## config.mk

```make
export PLATFORM = sky130hd
export DESIGN_NAME = sprite_blitter
export DESIGN_NICKNAME = d
export VERILOG_FILES = /design/src/rtl/sprite_blitter.sv
export SDC_FILE = /design/constraint.sdc
export NUM_CORES = 1
export LEC_CHECK = 0
export CAP_MARGIN = 20
export CORE_MARGIN = 2
export CORE_UTILIZATION = 57
export CTS_CLUSTER_SIZE = 24
export DETAILED_ROUTE_END_ITERATION = 10
export GPL_TIMING_DRIVEN = 0
export PLACE_DENSITY = 0.91
export RECOVER_POWER = 25
export SETUP_SLACK_MARGIN = 0.02
export SYNTH_ARGS = -nofsm -noshare
export SYNTH_HDL_FRONTEND = slang
export SYNTH_SLANG_ARGS = --single-unit
export TNS_END_PERCENT = 1
```

## constraint.sdc

```tcl
create_clock -name clk -period 3.79 [get_ports clk]
set_clock_uncertainty 0.1 [all_clocks]
set_input_delay 0.758 -clock clk [delete_from_list [all_inputs] [get_ports clk]]
set_output_delay 0.758 -clock clk [all_outputs]
set_load 0.03 [all_outputs]
```

## src/rtl/sprite_blitter.sv

```systemverilog
// -----------------------------------------------------------------------------
// sprite_blitter
//
// Rectangle blitter for the VGA game datapath. On a start request it walks a
// w x h rectangle in raster order at one pixel per clock. Each pixel is either
// copied from one of NUM_SRC synchronous colour ROMs or filled with black, and
// is sent to the VGA plotter at (x0+col, y0+row). Pixels that land off-screen,
// including ones whose coordinate sum overflows the port width, are clipped.
//
// Ports
//   clk, resetn        clock (rising edge), asynchronous active-low reset
//   start              one-cycle request, only looked at while idle
//   fill               1 = black fill, 0 = ROM copy (latched on start)
//   src_sel            ROM channel (latched on start)
//   x0, y0             rectangle origin on screen (latched on start)
//   w, h               rectangle size (latched on start)
//   mem_addr           shared linear address to all ROMs (row*w + col)
//   mem_data           all ROM outputs, channel k at [k*COLOR_W +: COLOR_W],
//                      data arrives one clock after its address
//   x, y, color, plot  plotter write port
//   busy               high from the cycle after an accepted start until done
//   done               one-cycle completion pulse
//
// Configuration macro
//   BLIT_TRANSPARENCY_EN  when defined, copy-mode pixels whose colour equals
//                         TRANSPARENT are not plotted. Fill mode always plots.
// -----------------------------------------------------------------------------
module sprite_blitter #(
   parameter int                 SCREEN_W    = 160,
   parameter int                 SCREEN_H    = 120,
   parameter int                 X_W         = 8,
   parameter int                 Y_W         = 7,
   parameter int                 COLOR_W     = 3,
   parameter int                 ADDR_W      = 15,
   parameter int                 NUM_SRC     = 8,
   parameter int                 SEL_W       = 3,
   parameter logic [COLOR_W-1:0] TRANSPARENT = '0
) (
   input  logic                       clk,
   input  logic                       resetn,
   input  logic                       start,
   input  logic                       fill,
   input  logic [SEL_W-1:0]           src_sel,
   input  logic [X_W-1:0]             x0,
   input  logic [Y_W-1:0]             y0,
   input  logic [X_W-1:0]             w,
   input  logic [Y_W-1:0]             h,
   output logic [ADDR_W-1:0]          mem_addr,
   input  logic [NUM_SRC*COLOR_W-1:0] mem_data,
   output logic [X_W-1:0]             x,
   output logic [Y_W-1:0]             y,
   output logic [COLOR_W-1:0]         color,
   output logic                       plot,
   output logic                       busy,
   output logic                       done
);

`ifdef BLIT_TRANSPARENCY_EN
   localparam bit LP_TRANSP_EN = 1'b1;
`else
   localparam bit LP_TRANSP_EN = 1'b0;
`endif

   // Screen limits at sum width so the clip test sees overflowed coordinates.
   localparam logic [X_W:0] LP_SCR_W = (X_W+1)'(SCREEN_W);
   localparam logic [Y_W:0] LP_SCR_H = (Y_W+1)'(SCREEN_H);

   typedef enum logic [1:0] {S_IDLE, S_RUN, S_FLUSH, S_DONE} state_t;

   state_t              r_state;
   logic                r_flush;     // second FLUSH cycle marker
   logic                r_busy;
   logic                r_done;

   // Parameters captured at start
   logic                r_fill;
   logic [SEL_W-1:0]    r_src_sel;
   logic [X_W-1:0]      r_x0;
   logic [Y_W-1:0]      r_y0;
   logic [X_W-1:0]      r_w;
   logic [Y_W-1:0]      r_h;

   // Issue counters
   logic [X_W-1:0]      r_col;
   logic [Y_W-1:0]      r_row;
   logic [ADDR_W-1:0]   r_addr;

   // Stage 1: issue coordinates delayed to line up with ROM data
   logic                r_s1_vld;
   logic [X_W-1:0]      r_s1_col;
   logic [Y_W-1:0]      r_s1_row;

   // Stage 2: registered plotter outputs
   logic [X_W-1:0]      r_x;
   logic [Y_W-1:0]      r_y;
   logic [COLOR_W-1:0]  r_color;
   logic                r_plot;

   logic                w_last_col;
   logic                w_last_row;
   logic [X_W:0]        w_xsum;
   logic [Y_W:0]        w_ysum;
   logic                w_in_bounds;
   logic                w_drop;
   logic [COLOR_W-1:0]  w_rom;

   assign w_last_col = (r_col == r_w - X_W'(1));
   assign w_last_row = (r_row == r_h - Y_W'(1));

   // -------------------------------------------------------------------------
   // Control FSM: issues one address per RUN cycle, then lets the two-stage
   // pipeline drain before pulsing done.
   // -------------------------------------------------------------------------
   always_ff @(posedge clk or negedge resetn) begin
      if (!resetn) begin
         r_state   <= S_IDLE;
         r_flush   <= 1'b0;
         r_busy    <= 1'b0;
         r_done    <= 1'b0;
         r_fill    <= 1'b0;
         r_src_sel <= '0;
         r_x0      <= '0;
         r_y0      <= '0;
         r_w       <= '0;
         r_h       <= '0;
         r_col     <= '0;
         r_row     <= '0;
         r_addr    <= '0;
      end else begin
         case (r_state)
            S_IDLE: begin
               if (start) begin
                  r_fill    <= fill;
                  r_src_sel <= src_sel;
                  r_x0      <= x0;
                  r_y0      <= y0;
                  r_w       <= w;
                  r_h       <= h;
                  r_col     <= '0;
                  r_row     <= '0;
                  r_busy    <= 1'b1;
                  r_flush   <= 1'b0;
                  // An empty rectangle skips the address sweep entirely, so
                  // mem_addr keeps whatever it last showed.
                  if (w == '0 || h == '0) begin
                     r_state <= S_FLUSH;
                  end else begin
                     r_addr  <= '0;
                     r_state <= S_RUN;
                  end
               end
            end
            S_RUN: begin
               if (w_last_col && w_last_row) begin
                  // Last pixel issued: address stays put through FLUSH/DONE.
                  r_state <= S_FLUSH;
               end else begin
                  r_addr <= r_addr + ADDR_W'(1);
                  if (w_last_col) begin
                     r_col <= '0;
                     r_row <= r_row + Y_W'(1);
                  end else begin
                     r_col <= r_col + X_W'(1);
                  end
               end
            end
            S_FLUSH: begin
               if (r_flush) begin
                  r_state <= S_DONE;
                  r_busy  <= 1'b0;
                  r_done  <= 1'b1;
               end else begin
                  r_flush <= 1'b1;
               end
            end
            S_DONE: begin
               r_done  <= 1'b0;
               r_state <= S_IDLE;
            end
            default: begin
               r_state <= S_IDLE;
               r_busy  <= 1'b0;
               r_done  <= 1'b0;
            end
         endcase
      end
   end

   // -------------------------------------------------------------------------
   // ROM channel select; channels beyond NUM_SRC read as black.
   // -------------------------------------------------------------------------
   always_comb begin
      w_rom = '0;
      for (int k = 0; k < NUM_SRC; k++) begin
         if (r_src_sel == SEL_W'(k)) w_rom = mem_data[k*COLOR_W +: COLOR_W];
      end
   end

   assign w_xsum      = {1'b0, r_x0} + {1'b0, r_s1_col};
   assign w_ysum      = {1'b0, r_y0} + {1'b0, r_s1_row};
   assign w_in_bounds = (w_xsum < LP_SCR_W) && (w_ysum < LP_SCR_H);
   assign w_drop      = LP_TRANSP_EN && !r_fill && (w_rom == TRANSPARENT);

   // -------------------------------------------------------------------------
   // Two-stage output pipeline. Stage 1 waits out the ROM read latency,
   // stage 2 forms the plot coordinates, colour and clip decision.
   // -------------------------------------------------------------------------
   always_ff @(posedge clk or negedge resetn) begin
      if (!resetn) begin
         r_s1_vld <= 1'b0;
         r_s1_col <= '0;
         r_s1_row <= '0;
         r_x      <= '0;
         r_y      <= '0;
         r_color  <= '0;
         r_plot   <= 1'b0;
      end else begin
         r_s1_vld <= (r_state == S_RUN);
         r_s1_col <= r_col;
         r_s1_row <= r_row;
         r_x      <= w_xsum[X_W-1:0];
         r_y      <= w_ysum[Y_W-1:0];
         r_color  <= r_fill ? '0 : w_rom;
         r_plot   <= r_s1_vld && w_in_bounds && !w_drop;
      end
   end

   assign mem_addr = r_addr;
   assign x        = r_x;
   assign y        = r_y;
   assign color    = r_color;
   assign plot     = r_plot;
   assign busy     = r_busy;
   assign done     = r_done;

endmodule

```

# After elaboration in Yosys (flattened, before gate mapping)
# Index checks and enable logic that the tools add are counted.
# classes
n_eq_ne	18
reduce_logical	19
n_lt_le_gt_ge	2
add_sub_neg	7
mux	33
# op_table
cell	count
$mux 15	3
$pmux 15 s2	1
$mux 3	9
$mux 8	3
$mux 7	3
$pmux 8 s2	1
$add 15x1->15 const B	1
$pmux 7 s2	1
$eq 3x3->1 const B	4
$ne 2x2->1 const B	6
$add 8x8->9	1
$lt 9x8->1 const B	1
$reduce_and 3->1	3
$add 7x7->8	1
$add 8x1->8 const B	1
$eq 8x8->1	1
$logic_not 8->1	1
$lt 8x7->1 const B	1
$mux 2	4
$pmux 2 s4	1
$reduce_and 4->1	2
$sub 8x1->8 const B	1
$add 7x1->7 const B	1
$eq 7x7->1	1
other kinds (14)	27
# word_totals
ff_bits	104
in_bits	61
wordCells	99

# Depth between registers and ports, before layout
# depth
ltp_word	10
mapped_depth	11
mapped_depth_nobuf	10

# Worst setup path after synthesis
# No wires, ideal clock.
# synth_path
kind	reg-to-reg
from	reg r_w[0]
to	reg r_addr[5] (netlist: mem_addr[5])
path_stages_with_launch	10
path_slack_ns	1.273
t_required_ns	3.550
arrival_time_ns	2.277
period_less_slack_ns	2.517
path_cell_list	dfrtp_1 > buf_2 > inv_1 > ha_1 > a21oi_1 > a311o_1 > a211o_1 > or4_1 > nand2_2 > o221ai_1
# synth_via
elab_chain_len	5
# synth_rtl
item	line	source
start, declared	80	logic [X_W-1:0] r_w;
start signal, assigned	137	r_w <= w;
$sub 8x1->8	107	assign w_last_col = (r_col == r_w - X_W'(1));
$eq 8x8->1	107	
$logic_and 1x1->1	154	if (w_last_col && w_last_row) begin
$ne 2x2->1 (no source line)	-	
$reduce_and 4->1 (no source line)	-	
end signal, assigned	158	r_addr <= r_addr + ADDR_W'(1);
end, declared	86	logic [ADDR_W-1:0] r_addr;
# Every way passes these cells.
# A chain may end at the register's enable or synchronous reset.

# Final worst setup path
# layout_path
from	reg r_state[1]
to	reg r_col[7]
# layout_via
elab_chain_len	3
elab_cells_between_ends	7
classes_between	3 x eq/ne; 1 x mux; 3 x reduce/logical
# layout_rtl
item	line	source
start, declared	70	state_t r_state;
start signal, assigned	116	r_state <= S_IDLE;
start signal, assigned	146	r_state <= S_FLUSH;
start signal, assigned	149	r_state <= S_RUN;
$eq 2x1->1 or $logic_not 2->1 (tied branches)	130	case (r_state)
$ne 2x2->1 (no source line) or $reduce_bool 2->1 (tied branches)	-	
$reduce_and 3->1 (no source line)	-	
end signal, assigned	163	r_col <= r_col + X_W'(1);
end, declared	84	logic [X_W-1:0] r_col;
# Parallel ways exist; a longest one is shown, timed or not.

==> results.toml <==
[power_and_ir_drop]
sw_frac_of_total_pct = 42.3
p_leak_nw = 2.89
seqPwrFrac_pct = 36.6
fin_total_pwr_mw = 5.13
peakVddDrop_v = 0.000465
intPower_mw = 2.96
p_sw_mw = 2.17
clock_power_share_pct = 13.9
comb_power_share_pct = 49.5
p_per_area_nw_per_um2 = 742

[routing]
dr.pass1.iters = 5
wire_per_inst_um = 17.4
ant_nets = 0
drtIter0Drc = 341
via_per_inst = 6.00
drc = 0
wirelength_um = 13400
via_count = 4630

[sta]
fmax_mhz = 317
slew_viol_final = 34
period_share_pct = 83.2
setup_viol = 0
period_needed_ns = 3.15
hold_violations = 0
tightestPinTransition_ns = 1.88
holdWs_ns = 0.280
fin_tns_setup_ns = 0
rsz0062_at_grt = "no"
setup_ws_ns = 0.636
maxSlewHeadroom_pct = -25.0

[finish]
postLayoutCoreUtil_pct = 71.7
drive_gt1_share_pct = 11.1
fin_nets = 721
antennaDiodeCount = 0
area_growth_syn_to_layout_pct = 24.3

[clocking]
cts_tree = "built"
clkTransAtPathRegs_ns = 0.10
clock-sinks = 104
ctsHoldBuffers = 0
clock_path_buffers = 2
post_cts_resized = 0
h-tree-depth = 3
cts-root-buf = "clkbuf_8"
clock_latency_ns = 0.36
postCtsSetupRepairBufs = 0
cts-buffers-inserted = 9

[synthesis]
avgSynthCellArea_um2 = 10.6
postSynthCellCount = 526
yosysTopAreaCell = "dfrtp_1"
yosysMostFrequentCell = "dfrtp_1"
synth_area_um2 = 5560
synth_seq_area_share_pct = 46.8
synthArstFlopShare_pct = 100
synthTopCellsByCount = "dfrtp_1 (104), o21ai_0 (39), mux2_2 (38)"
yosys.cell_types.count = 65
synth_top_area_share_pct = 46.8
synth_warnings = 0
synth-seq-cells = 104
synth_edf_count = 0
ys.flop_type = "dfrtp_1"
syn_nets = 613
yosys-top-cells-area = "dfrtp_1 (47%), mux2_2 (7.7%), ha_1 (5.4%), o21ai_0 (3.5%), a21oi_1 (2.7%)"

[floorplan]
initial_utilization_pct = 57.7
row_count = 36
core_um2 = 9640
die_h_um = 103
ios = 97
fp.dieW_um = 103
die-area_um2 = 10600

[flow_run]
drv_cap = 1

[run_status]
outcome = "complete, but fails checks"
violations = "max-capacitance violations, max-slew violations"

[critical_path]
endpoint_kind = "flip-flop"
critPathArrivalTime_ns = 3.33
required_ns = 3.97
setup.worst_path.class = "reg -> reg"
start_kind = "flip-flop"
path_max_fanout = 10

[global_routing]
grt_overflow = 0
grt_pass1_wl_um = 21600
antenna_found_initial = 0
grt_pass1_vias = 4670
grtUsageTotal_pct = 26.0
grt_max_degree = 72

[placed_design]
post-place-ws_ns = 0.450
io_buffers = 96
dpl.hpwl_um = 9850
routabilityCongestion = 0.862

[worst_hold_path]
hold_path_class = "reg -> reg"
[metal layers]
layer | routed length (µm) | track usage (%) | vias to the layer above
met2 | 7220 | 48.7 | 164
met3 | 702 | 3.53 | 20
met1 | 5300 | 31.3 | 2306
li1 | - | - | 2140
met4 | 177 | 7.29 | 0
met5 | 0 | 0 | -
[worst paths after layout]
path	cells after the start	slack, ns	to	from
hold reg to reg	0	0.28	r_s1_col[5]$_DFF_PN0_	r_col[5]$_DFFE_PN0P_
min in group asynchronous	1	0.80	y[2]$_DFF_PN0_	resetn
max in group asynchronous	2	1.69	mem_addr[13]$_DFFE_PN0P_	resetn
setup / recovery	9	0.64	r_col[7]$_DFFE_PN0P_	r_state[1]$_DFFE_PN0P_
hold / removal	0	0.28	r_s1_col[5]$_DFF_PN0_	r_col[5]$_DFFE_PN0P_
setup reg to reg	9	0.64	r_col[7]$_DFFE_PN0P_	r_state[1]$_DFFE_PN0P_
[critical path: stages, from the launching register on]
cell,delay (ns)
dfrtp_1,0.42
inv_1,0.11
ha_1,0.41
inv_1,0.29
o21ai_0,0.61
nand4_1,0.23
inv_1,0.10
nand3_1,0.13
or4_1,0.50
a21oi_1,0.17
[final cells by class]
class,count,area (µm²)
well taps,133,166
fillers,703,2730
inverters,28,105
clock buffers,11,141
repair buffers,97,982
plain buffers,18,88.8
multi-input cells,376,2770
flip-flops and latches,104,2600
clock inverters,5,62.6
[placed cells by master, fill, tap and decap left out, drive strengths merged, types with 5 or more instances in the layout]
cell           instances
a21o                   6
a21oi                 30
buf                    6
clkbuf                25
clkdlybuf4s50         95
dfrtp                104
ha                    24
inv                   30
mux2                  38
mux2i                  6
nand2                 34
nand2b                 7
nand3                 19
nand4                  6
nor2                  26
nor2b                  6
nor3                   9
nor4                   5
o21a                   7
o21ai                 43
o221ai                 6
o31ai                  9
or3                    7
or4                   12
xnor2                 12
xor2                   7
[metrics by stage]
step	std cells	area, µm²
after floorplan	526	5560
after global placement	755	6690
after detailed placement	756	6710
after CTS	772	6920
after global routing	772	6910
final	772	6910
[flip-flops by register name (all words and copies together), names as in the netlist, 7 cells and up]
signal and flops:
r_w 8, mem_addr 15, r_row 7, r_y0 7, r_s1_col 8, y 7, r_col 8, r_x0 8
r_h 7, r_s1_row 7, x 8
[power by group through the flow]
| stage | registers (mW) | clock network (mW) | logic, mW |
|---|---|---|---|
| after global routing | 1.93 | 0.759 | 2.75 |
| after detailed placement | 1.89 | 0 | 2.50 |
| after floorplan | 2.10 | 0 | 1.44 |
| after CTS | 1.87 | 0.722 | 2.53 |
| after global placement | 1.86 | 0 | 2.36 |
| final | 1.88 | 0.712 | 2.54 |
[cells by family after synthesis]
logic type	Yosys count	share of synthesized area, %
mux	46	9.58
compound gates	134	15.7
buf+inv	46	3.49
simple gates	150	14.9
xor+xnor	20	3.42
fa+ha+maj	26	6.12
flops	104	46.8
No activity file was read; power rests on OpenSTA's default activity.
